## config.mk

```make
export PLATFORM = sky130hd
export DESIGN_NAME = button_conditioner
export DESIGN_NICKNAME = d
export VERILOG_FILES = /design/src/rtl/button_conditioner.sv
export SDC_FILE = /design/constraint.sdc
export NUM_CORES = 1
export LEC_CHECK = 0
export BUFFER_PORTS_ARGS = -buffer_cell sky130_fd_sc_hd__buf_2
export CORE_MARGIN = 4
export CORE_UTILIZATION = 55
export DETAILED_ROUTE_END_ITERATION = 10
export PLACE_DENSITY = 0.78
export SLEW_MARGIN = 5
export SYNTH_ARGS = -nofsm -noshare
export SYNTH_HDL_FRONTEND = slang
export SYNTH_SLANG_ARGS = --single-unit
```

## constraint.sdc

```tcl
create_clock -name clk -period 2.1 [get_ports clk]
set_input_delay 0.42 -clock clk [delete_from_list [all_inputs] [get_ports clk]]
set_output_delay 0.42 -clock clk [all_outputs]
set_load 0.01 [all_outputs]
```

## src/rtl/button_conditioner.sv

```systemverilog
// rtl/button_conditioner.sv - six-button synchroniser, debouncer, press pulse and auto-repeat stage
//
// Conditions the raw active-low watch buttons for the mode/setting logic.
// Bit order of every 6-bit bus: {esc, enter, right, left, down, up}.
//
// Ports:
//   clk        in   1  system clock (1 MHz)
//   rst_n      in   1  asynchronous active-low reset
//   btn_n_i    in   6  raw pad inputs, active-low
//   btn_level  out  6  debounced state, 1 = held
//   btn_press  out  6  one-cycle pulse on accepted press and on each auto-repeat
//   btn_rpt    out  6  one-cycle flag marking a btn_press bit that came from auto-repeat
//   any_press  out  1  OR of btn_press
module button_conditioner #(
  parameter int unsigned DEBOUNCE_CYC  = 10000,
  parameter int unsigned REPEAT_DELAY  = 500000,
  parameter int unsigned REPEAT_PERIOD = 100000,
  parameter logic [5:0]  REPEAT_MASK   = 6'b000011
) (
  input  logic       clk,
  input  logic       rst_n,
  input  logic [5:0] btn_n_i,
  output logic [5:0] btn_level,
  output logic [5:0] btn_press,
  output logic [5:0] btn_rpt,
  output logic       any_press
);

  localparam int DW = $clog2(DEBOUNCE_CYC);
  localparam int HW = $clog2(REPEAT_DELAY + 1);

  logic [5:0] s1_q;
  logic [5:0] s2_q;
  logic [5:0] samp_q;    // registered, inverted copy of s2: the sample the debouncer sees
  logic [5:0] stable_q;
  logic [5:0] stable_d;
  logic [5:0] rise;      // debounced 0->1 this cycle
  logic [5:0] rpt;       // auto-repeat pulse due this cycle
  logic [5:0] btn_press_q;
  logic [5:0] btn_rpt_q;
  logic       any_press_q;

  // Synchroniser and sample register. The sample register places the
  // first debounce count one edge after s2 settles, giving a press-to-level
  // latency of DEBOUNCE_CYC+2 edges from the first low raw sample.
  always_ff @(posedge clk or negedge rst_n) begin
    if (!rst_n) begin
      s1_q   <= 6'b111111;
      s2_q   <= 6'b111111;
      samp_q <= 6'b000000;
    end else begin
      s1_q   <= btn_n_i;
      s2_q   <= s1_q;
      samp_q <= ~s2_q;
    end
  end

  for (genvar i = 0; i < 6; i++) begin : g_btn
    logic [DW-1:0] dcnt_q;
    logic          differ;
    logic          flip;

    assign differ = samp_q[i] != stable_q[i];
    assign flip   = differ && (dcnt_q == DW'(DEBOUNCE_CYC - 1));

    // Any return of samp to the stable value discards the partial count.
    always_ff @(posedge clk or negedge rst_n) begin
      if (!rst_n) begin
        dcnt_q <= '0;
      end else if (!differ || flip) begin
        dcnt_q <= '0;
      end else begin
        dcnt_q <= dcnt_q + DW'(1);
      end
    end

    assign stable_d[i] = flip ? samp_q[i] : stable_q[i];
    assign rise[i]     = flip && samp_q[i];

    if (REPEAT_MASK[i]) begin : g_rep
      logic [HW-1:0] hcnt_q;
      logic          rep_phase_q;
      logic          due;

      assign due = stable_q[i] &&
                   (rep_phase_q ? (hcnt_q == HW'(REPEAT_PERIOD - 1))
                                : (hcnt_q == HW'(REPEAT_DELAY - 1)));

      always_ff @(posedge clk or negedge rst_n) begin
        if (!rst_n) begin
          hcnt_q      <= '0;
          rep_phase_q <= 1'b0;
        end else if (!stable_q[i]) begin
          // Covers both the released state and the 0->1 flip cycle.
          hcnt_q      <= '0;
          rep_phase_q <= 1'b0;
        end else if (due) begin
          hcnt_q      <= '0;
          rep_phase_q <= 1'b1;
        end else begin
          hcnt_q      <= hcnt_q + HW'(1);
        end
      end

      // A debounced release in the same cycle suppresses the repeat pulse.
      assign rpt[i] = due && stable_d[i];
    end else begin : g_norep
      assign rpt[i] = 1'b0;
    end
  end

  always_ff @(posedge clk or negedge rst_n) begin
    if (!rst_n) begin
      stable_q    <= 6'b000000;
      btn_press_q <= 6'b000000;
      btn_rpt_q   <= 6'b000000;
      any_press_q <= 1'b0;
    end else begin
      stable_q    <= stable_d;
      btn_press_q <= rise | rpt;
      btn_rpt_q   <= rpt;
      any_press_q <= |(rise | rpt);
    end
  end

  assign btn_level = stable_q;
  assign btn_press = btn_press_q;
  assign btn_rpt   = btn_rpt_q;
  assign any_press = any_press_q;

endmodule
```

==> impl_metrics.env <==
export IMPL_outcome="finished, final reports clean"
export IMPL_cp_max_fo=3
export IMPL_r2r_slack_ps=60
export IMPL_fill_cells=913
export IMPL_seq_area_frac_synth=0.5667
export IMPL_num_io_pins=27
export IMPL_synth_adder_area_share=0.01438
export IMPL_path_cells="ha_1 -> and3_1 -> nand4_1 -> nor3b_1 -> or4_4 -> a221o_2"
export IMPL_grt_usage=0.1905
export IMPL_slowest_delay_ps=550
export IMPL_path_buf_inv=0
export IMPL_cts_buffers=17
export IMPL_portBuffers=22
export IMPL_synth_area_per_cell_um2=10.53
export IMPL_synth_top_family_by_area="simple AND/OR/NAND/NOR gates"
export IMPL_die_w_um=120.5
export IMPL_htree_num_levels=4
export IMPL_synthXorXnorAreaFrac=0.1410
export IMPL_die_h_um=120.5
export IMPL_p_leak_nw=3.603
export IMPL_ys_seq_elements=157
export IMPL_num_rows=40
export IMPL_grt_antenna_before_repair=0
export IMPL_syn_cell_area_um2=6959
export IMPL_firstDrtPassIters=4
export IMPL_fin_worst_skew_ps=8.606
export IMPL_synth_simple_area_share=0.2296
export IMPL_postRouteAntennaNets=0
export IMPL_worst_setup_path_type="register to register"
export IMPL_synth_compound_area_frac=0.009889
export IMPL_clkSlewWorstSetupHoldPaths_ps=60
export IMPL_drv_slew=0
export IMPL_grt_max_degree=53
export IMPL_cts_tree="yes"
export IMPL_synth_top_area_cell="dfrtp_1"
export IMPL_core_area_um2=12210
export IMPL_drt_iter0_drc=331
export IMPL_setup_slack_ps=61.90
export IMPL_setup_viol=0
export IMPL_cp_required_ps=2410
export IMPL_fin_cells=895
export IMPL_final_nets=730
export IMPL_pre_cts_ws_ps=0.2915
export IMPL_cellPowerDensity_nw_per_um2=813.3
export IMPL_power_total_mw=6.537
export IMPL_cts_buffer_depth=2
export IMPL_root_buffer="clkbuf_16"
export IMPL_yosysTopAreaCellShare=0.5214
export IMPL_fin_crit_sh=0.9705
export IMPL_dp_cells=858
export IMPL_yosys_warnings=0
export IMPL_grt_pass1_wl_um=22510
export IMPL_synthArstFlopShare=1.000
export IMPL_grt_ovfl_total=0
export IMPL_syn_inst=661
export IMPL_fin_crit_ps=2038
export IMPL_wl_per_cell_um=13.83
export IMPL_drive_above_1_share=0.1431
export IMPL_cap_violations=0
export IMPL_dp_hpwl_um=8171
export IMPL_synth_top_flop_cell="dfrtp_1"
export IMPL_crit_arrival_ps=2340
export IMPL_antenna_cells=0
export IMPL_muxShareOfSynthArea=0.009709
export IMPL_cts_sinks=157
export IMPL_ir_drop_uv=670.4
export IMPL_critPathLaunchType="register"
export IMPL_grt_pass1_vias=4974
export IMPL_via_per_inst=5.324
export IMPL_gp_congestion=0.8165
export IMPL_min_path_type="input pin to register"
export IMPL_initial_core_util=0.5699
export IMPL_clk_latency_ps=420
export IMPL_die_area_um2=14520
export IMPL_synth_distinct_cells=41
export IMPL_synth_area_leaders="dfrtp_1 (52%), xor2_1 (8.3%), nor2_1 (7.9%), xnor2_1 (5.8%), dfstp_2 (4.5%)"
export IMPL_area_growth_pct=15.50
export IMPL_dr_total_vias=4765
export IMPL_crit_path_top_delay_cell="or4_4"
export IMPL_drc=0
export IMPL_hold_viol=0
export IMPL_cp_end_kind="register"
export IMPL_fmax_mhz=490.7
export IMPL_synth_edf_count=0
export IMPL_finalWirelength_um=12380
export IMPL_critPathTopFamily="simple AND/OR/NAND/NOR gates"
==> cell usage in the layout, fill, tap and decap left out, types with 15 or more instances in the layout <==
| cell type | instances |
|---|---|
| and3_1 | 26 |
| nand3_1 | 40 |
| nor2_1 | 146 |
| clkbuf_16 | 17 |
| inv_1 | 22 |
| xor2_1 | 66 |
| xnor2_1 | 46 |
| nand4_1 | 29 |
| buf_2 | 21 |
| nor3_1 | 15 |
| dfrtp_1 | 145 |
| buf_4 | 21 |
| nand2_1 | 43 |
==> cell families (layout without fill, tap and decap cells) <==
kind of cell,after synthesis,in the layout
DFF,157,157
buffers and inverters,37,100
other,1,4
AOI/OAI and AO/OA,8,8
and+or+nand+nor,332,332
xor gates and xnor gates,112,112
adders and majority gates,8,8
muxes,6,6
==> per-layer routing <==
layer | GRT usage | routed length [µm]
met1 | 0.2386 | 5434
met4 | 0.05241 | 85
met2 | 0.3217 | 6281
met3 | 0.05847 | 580
met5 | 0 | 0
==> final timing paths <==
kind / end / startpoint / cells past startpoint
max: any_press / g_btn[4].dcnt_q[1] / 6
min: s1_q[2] / btn_n_i[2] / 1
max reg2reg: any_press / g_btn[4].dcnt_q[1] / 6
min reg2reg: s2_q[3] / s1_q[3] / 0
max in group asynchronous: s2_q[3] / rst_n / 3
min in group asynchronous: g_btn[1].g_rep.hcnt_q[5] / rst_n / 2
==> through the flow <==
step                utilization  cell area (µm²)  TNS (ps)  hold slack [ps]
floorplan                     -             6970         0            124.4
global placement         0.6019             7351         0            345.8
detailed placement       0.6019             7351         0            346.9
CTS                      0.6551             8000         0            71.05
global route             0.6582             8038    -16.37            75.09
finish                   0.6582             8038         0            89.71
==> power breakdown <==
part	total, mW	switching (mW)	internal [mW]
logic	0.167	0.112	0.0549
clock network	3.25	1.17	2.08
registers	3.12	0.0370	3.08
total	6.54	1.32	5.22
==> synthesized netlist by cell type, types with 3 or more instances <==
| library cell | count |
|---|---|
| nor2_1 | 146 |
| dfrtp_1 | 145 |
| xor2_1 | 66 |
| xnor2_1 | 46 |
| nand2_1 | 43 |
| nand3_1 | 40 |
| nand4_1 | 29 |
| and3_1 | 26 |
| inv_1 | 22 |
| nor3_1 | 15 |
| dfstp_2 | 12 |
| ha_1 | 8 |
| nor4b_1 | 7 |
| clkbuf_1 | 6 |
| mux2_2 | 6 |
| nor4_1 | 5 |
| buf_4 | 4 |
| nor3b_1 | 4 |
| and2_1 | 3 |
==> final cells by class <==
| cell class | instances | area [µm²] | share of cell area |
|---|---|---|---|
| inverter | 22 | 82.58 | 0.01027 |
| sequential | 157 | 3944 | 0.4907 |
| tap | 168 | 210.2 | 0.02615 |
| clock buffer | 22 | 474.2 | 0.05900 |
| timing repair buffer | 46 | 324.1 | 0.04032 |
| multi-input combinational | 470 | 2841 | 0.3535 |
| clock inverter | 10 | 161.4 | 0.02008 |
==> state kept, by name, summed over array words and instances, names as in the netlist <==
register and cells:
g_btn.dcnt_q 84, s2_q 6, g_btn.g_rep.rep_phase_q 2, s1_q 6, btn_level 6, btn_rpt 2
samp_q 6, any_press 1, btn_press 6, g_btn.g_rep.hcnt_q 38
==> timing repair <==
action / CTS / global route
buffers inserted: 0 / 4
endpoints found under the hold margin: 37 / 0
hold buffers: 1 / 0
gates resized for setup: 1 / 2
pin swaps: 1 / 1
endpoints found under the setup margin: 1 / 1
Power figures use the tool's default switching activity.
